--- src/rtl/fetch_stage.sv ---
// Instruction-fetch stage with IF/ID pipeline register.
// Keeps the PC, issues word fetches over a req/ready handshake, absorbs
// decode back-pressure with a one-word hold buffer and handles redirects
// without ever abandoning a request that is already on the bus.
//
// state | meaning
// FETCH | request on the bus at req_addr; responses go to IF/ID (or hold)
// DRAIN | redirect arrived mid-request; wait for the stale response, drop it
// HOLD  | response captured while decode stalled; bus idle until release
module fetch_stage #(
  parameter logic [31:0] RESET_PC  = 32'h0000_1000,
  parameter logic [31:0] NOP_INSTR = 32'hFE00_0000
) (
  input  logic        clk,
  input  logic        reset,
  output logic        imem_req,
  output logic [31:0] imem_addr,
  input  logic        imem_ready,
  input  logic [31:0] imem_rdata,
  input  logic        stall,
  input  logic        redirect,
  input  logic [31:0] redirect_pc,
  output logic [31:0] if_instr,
  output logic [31:0] if_pc,
  output logic        if_valid
);

  typedef enum logic [1:0] {
    FETCH = 2'd0,
    DRAIN = 2'd1,
    HOLD  = 2'd2
  } state_t;

  // PC is stored word-aligned so imem_addr[1:0] is structurally zero.
  localparam logic [31:0] RESET_PC_AL = RESET_PC & 32'hFFFF_FFFC;

  state_t      state;
  state_t      state_nxt;
  logic [31:0] pc;
  logic [31:0] pc_nxt;
  logic [31:0] req_addr;
  logic [31:0] req_addr_nxt;
  logic [31:0] hold_instr;
  logic [31:0] hold_nxt;
  logic [31:0] pc_inc;
  logic [31:0] redirect_pc_al;

  // IF/ID update controls: clear inserts a bubble, load writes a real word.
  logic        ifid_clear;
  logic        ifid_load;
  logic [31:0] ifid_instr_in;
  logic [31:0] ifid_pc_in;
  logic [31:0] if_instr_nxt;
  logic [31:0] if_pc_nxt;
  logic        if_valid_nxt;

  assign pc_inc         = pc + 32'd4;
  assign redirect_pc_al = redirect_pc & 32'hFFFF_FFFC;

  // The bus sees nothing while reset is held, even though state is FETCH.
  assign imem_req  = !reset && (state != HOLD);
  assign imem_addr = req_addr;

  // State, PC, request address and hold buffer registers.
  always_ff @(posedge clk or posedge reset) begin
    if (reset) begin
      state      <= FETCH;
      pc         <= RESET_PC_AL;
      req_addr   <= RESET_PC_AL;
      hold_instr <= 32'h0;
    end else begin
      state      <= state_nxt;
      pc         <= pc_nxt;
      req_addr   <= req_addr_nxt;
      hold_instr <= hold_nxt;
    end
  end

  // Next-state logic; redirect outranks stall in every state.
  always_comb begin
    state_nxt     = state;
    pc_nxt        = pc;
    req_addr_nxt  = req_addr;
    hold_nxt      = hold_instr;
    ifid_clear    = 1'b0;
    ifid_load     = 1'b0;
    ifid_instr_in = imem_rdata;
    ifid_pc_in    = req_addr;

    case (state)
      FETCH: begin
        if (redirect) begin
          ifid_clear = 1'b1;
          pc_nxt     = redirect_pc_al;
          if (imem_ready) begin
            req_addr_nxt = redirect_pc_al;
          end else begin
            // Request stays on the bus at the old address until it completes.
            state_nxt = DRAIN;
          end
        end else if (imem_ready) begin
          pc_nxt = pc_inc;
          if (stall) begin
            hold_nxt  = imem_rdata;
            state_nxt = HOLD;
          end else begin
            ifid_load     = 1'b1;
            ifid_instr_in = imem_rdata;
            ifid_pc_in    = req_addr;
            req_addr_nxt  = pc_inc;
          end
        end else if (!stall) begin
          ifid_clear = 1'b1;
        end
      end

      DRAIN: begin
        if (redirect) begin
          ifid_clear = 1'b1;
          pc_nxt     = redirect_pc_al;
        end else if (!stall) begin
          ifid_clear = 1'b1;
        end
        if (imem_ready) begin
          // Stale word is discarded; the next launch uses the newest target.
          req_addr_nxt = pc_nxt;
          state_nxt    = FETCH;
        end
      end

      HOLD: begin
        if (redirect) begin
          ifid_clear   = 1'b1;
          pc_nxt       = redirect_pc_al;
          req_addr_nxt = redirect_pc_al;
          state_nxt    = FETCH;
        end else if (!stall) begin
          // req_addr still names the held word; pc already points past it.
          ifid_load     = 1'b1;
          ifid_instr_in = hold_instr;
          ifid_pc_in    = req_addr;
          req_addr_nxt  = pc;
          state_nxt     = FETCH;
        end
      end

      default: begin
        state_nxt = FETCH;
      end
    endcase
  end

  // IF/ID next value: bubble, new word, or hold current contents.
  always_comb begin
    if_instr_nxt = if_instr;
    if_pc_nxt    = if_pc;
    if_valid_nxt = if_valid;
    if (ifid_clear) begin
      if_instr_nxt = NOP_INSTR;
      if_pc_nxt    = 32'h0;
      if_valid_nxt = 1'b0;
    end else if (ifid_load) begin
      if_instr_nxt = ifid_instr_in;
      if_pc_nxt    = ifid_pc_in;
      if_valid_nxt = 1'b1;
    end
  end

  // IF/ID pipeline register.
  always_ff @(posedge clk or posedge reset) begin
    if (reset) begin
      if_instr <= NOP_INSTR;
      if_pc    <= 32'h0;
      if_valid <= 1'b0;
    end else begin
      if_instr <= if_instr_nxt;
      if_pc    <= if_pc_nxt;
      if_valid <= if_valid_nxt;
    end
  end

endmodule

--- config.mk ---
export PLATFORM = sky130hd
export DESIGN_NAME = fetch_stage
export DESIGN_NICKNAME = d
export VERILOG_FILES = /design/src/rtl/fetch_stage.sv
export SDC_FILE = /design/constraint.sdc
export NUM_CORES = 1
export LEC_CHECK = 0
export BUFFER_PORTS_ARGS = -buffer_cell sky130_fd_sc_hd__buf_4
export CAP_MARGIN = 15
export CORE_MARGIN = 1
export CORE_UTILIZATION = 55
export DETAILED_ROUTE_END_ITERATION = 10
export PLACE_DENSITY = 0.85
export SLEW_MARGIN = 20
export SYNTH_ARGS = -nofsm -noshare
export SYNTH_HDL_FRONTEND = slang
export SYNTH_SLANG_ARGS = --single-unit
--- constraint.sdc ---
create_clock -name clk -period 7.23 [get_ports clk]
set_clock_uncertainty 0.15 [all_clocks]
set_input_delay 1.446 -clock clk [delete_from_list [all_inputs] [get_ports clk]]
set_output_delay 1.446 -clock clk [all_outputs]
set_load 0.005 [all_outputs]
==> results.md <==
* Status: finished clean
* # resized after CTS at 0
* CTS tree: done
* Routed WL per cell at 19.5 um
* Pleak at 4.42 nW
* Postcts setup bufs at 0
* Dpl cells at 1,009
* Slew Viols, Final at 0
* CP Data Required Time at 7440 ps
* Most common cell on crit path: buf_4
* Sequential fraction of the synthesis area at 51.9%
* Initial antenna violation count at 0
* Final HPWL DP at 13,400 um
* Unrepaired setup endpoints after global routing: false
* Layout Cells excl Fill at 1,041
* Via count at 6,478
* Synth top area share at 48.9%
* Critical Path Fanout Max at 85
* CTS Sinks at 163
* Post-synth net total at 790
* Worst-margin pin slew at 961 ps
* Cell Chain, Critical Path: buf_4, nor2b_1, nand2b_1, a221o_2, buf_4, or4bb_1, nand3_1
* Global-route wire length before repair at 32,400 um
* # DRC at 0
* Core Region at 0.0139 mm^2
* Unique masters post-synth at 58
* RePlAce Congestion at 0.820
* Reg clk slew, reported paths at 60 ps
* Number of synthesized register bits at 163
* Synthesized instance count at 716
* Area taken by multi-input logic gates at 0.00350 mm^2
* Port Buffer Count at 164
* PwrDens at 418 mW/mm^2
* Vias in the first global route at 6,378
* Syn_area_per_cell at 11.0 um^2
* Routed WL at 20,300 um
* Clk_lat worst skew at 430 ps
* Number of max-cap violations at 0
* Final hold violations at 0
* Min-Delay Path Class: flop to flop
* Largest family of logic cells by synthesized area: compound AO/OA/AOI/OAI gates
* DRT Pass-1 Iters at 5
* Synthesis-to-finish area growth at 24.2%
* Final period util at 50.3%
* Reg area at 0.00409 mm^2
* Async S/R FF share, synth at 100%
* Mux contribution to synthesized area at 11.7%
* Die Height at 122 um
* Endpoint class of the critical path: flop
* Number of I/O pins at 167
* Post-synthesis adder-cell area fraction at 0.794%
* Initial Utilization at 56.5%
* GRT Overall Usage at 28.4%
* CTS max path bufs at 2
* Synth Flop Type: dfrtp_1
* Root buf cell: clkbuf_16
* Worst Path Arrival at 3850 ps
* Synthesized area at 0.00788 mm^2
* Detail Route Antenna Nets at 0
* Fmax at 0.275 GHz
* Ratio of cells with drive above 1 in the final layout at 30.9%
* Final period demand of the worst path at 3640 ps
* Largest area contributor in the netlist: dfrtp_1
* Synth Warn # at 0
* Vias per cell at 6.22
* Setup TNS at 0 ps
* Filler cells at 995
* Post-synthesis xor/xnor area fraction at 1.67%
* Drt initial violations at 561
* ANT cells at 0
* Max_slew headroom at 35.8%
* Worst path max stage delay at 610 ps
* Post-synth EDFFs at 0
* Synth top cells by count: dfrtp_1 (154), nand2_1 (66), mux2i_1 (45), mux2_2 (42), o21ai_0 (39)
* Overflow after GRT at 0
* Ranking of synthesized cells by area: dfrtp_1 (49%), mux2_2 (6.0%), mux2i_1 (5.7%)
* Total CTS buffers at 17
* Largest net degree at the start of global routing at 91
* Die width at 122 um
* Post-synthesis simple-gate area fraction at 12.1%
* Maximum VDD drop at 0.000215 V
* Post-synthesis compound-gate area fraction at 17.8%
* CTS H-tree depth at 4
* Num rows at 43
* Post-CTS Hold Buffers at 0
* CP startpoint kind: primary input
* Nets at 922
* Die ar. at 0.0148 mm^2
* Most common cell in the netlist: dfrtp_1
* Final Util at 70.2%
* Setup Viol. Count Final at 0
* Setup Crit Path Kind: primary input to flop
* Slowest cell on crit path: buf_4
worst paths after layout:
kind                                       from                         to  slack (ps)  cells after the start
hold reg to reg               pc[0]$_DFFE_PP0P_          pc[0]$_DFFE_PP0P_         340                      1
min in group asynchronous                 reset       if_valid$_DFFE_PP0P_        1020                      2
hold / removal                pc[0]$_DFFE_PP0P_          pc[0]$_DFFE_PP0P_         340                      1
setup / recovery                       redirect  imem_addr[20]$_DFFE_PP0P_        3590                      7
max in group asynchronous                 reset      if_pc[26]$_DFFE_PP0P_        4430                      3
setup reg to reg           state[0]$_DFFE_PP0P_  imem_addr[31]$_DFFE_PP0P_        3960                      7
area by class of cell:
| class | count | share of cell area, % |
|---|---|---|
| Inverter | 10 | 0.435 |
| Timing Repair Buffer | 171 | 13.1 |
| Sequential cell | 163 | 41.8 |
| Clock buffer | 22 | 4.74 |
| Multi-Input combinational cell | 485 | 35.8 |
| Clock inverter | 10 | 1.84 |
| Tap cell | 180 | 2.30 |
power by group:
group	switching (W)	leakage [nW]	internal [W]
sequential	0.000333	2.06	0.00128
combinational	0.000771	2.05	0.000723
clock	0.000355	0.310	0.000630
total	0.00146	4.42	0.00263
layer usage:
layer	GRT usage [%]	wire, um	vias to the layer above
li1	-	-	2913
met1	37.7	8620	3221
met2	45.5	9770	301
met3	5.81	1410	43
met4	11.7	515	0
met5	0	0	-
placed cells by master (no fill, tap or decap), drive strengths merged, types with 7 or more instances in the layout:
cell / netlist / layout
buf: 29 / 171
dfrtp: 154 / 154
nand2: 67 / 67
mux2i: 45 / 45
mux2: 42 / 42
o21ai: 40 / 40
a22o: 37 / 37
nor2: 29 / 29
o2bb2ai: 26 / 26
clkbuf: 29 / 22
a21oi: 20 / 20
nor3: 16 / 16
nand3: 12 / 12
nand4: 10 / 10
xnor2: 10 / 10
o31ai: 10 / 10
inv: 10 / 10
nor4: 10 / 10
dfstp: 9 / 9
a2bb2oi: 8 / 8
o21a: 8 / 8
a31oi: 7 / 7
and3: 7 / 7
o22a: 7 / 7
critical path, delay by kind of cell:
| kind | cells | cell delay, ps |
|---|---|---|
| AOI/OAI and AO/OA | 1 | 330 |
| buffers and inverters | 2 | 920 |
| and+or+nand+nor | 4 | 1120 |
flip-flops by register name, summed over array words and instances (netlist names):
| name | count |
|---|---|
| hold_instr | 32 |
| if_instr | 32 |
| if_pc | 32 |
| if_valid | 1 |
| imem_addr | 32 |
| pc | 32 |
| state | 2 |
cells by family (layout without fill, tap and decap cells):
kind of cell | Yosys count | count (layout)
AOI/OAI and AO/OA | 193 | 193
xor gates and xnor gates | 15 | 15
adders and majority gates | 5 | 5
buffers and inverters | 68 | 213
DFF | 163 | 163
muxes | 87 | 87
and+or+nand+nor | 185 | 185
through the flow:
| step | hold slack (ps) | setup slack (ps) | total power [W] | cell area (um^2) |
|---|---|---|---|---|
| finish | 341 | 3590 | 0.00409 | 9780 |
| global route | 358 | 3420 | 0.00432 | 9780 |
| CTS | 340 | 3570 | 0.00409 | 9780 |
| detailed placement | 322 | 3150 | 0.00309 | 9130 |
| global placement | 319 | 3230 | 0.00298 | 9130 |
| floorplan | 304 | 1240 | 0.00251 | 7880 |
No activity file was read; power rests on OpenSTA's default activity.
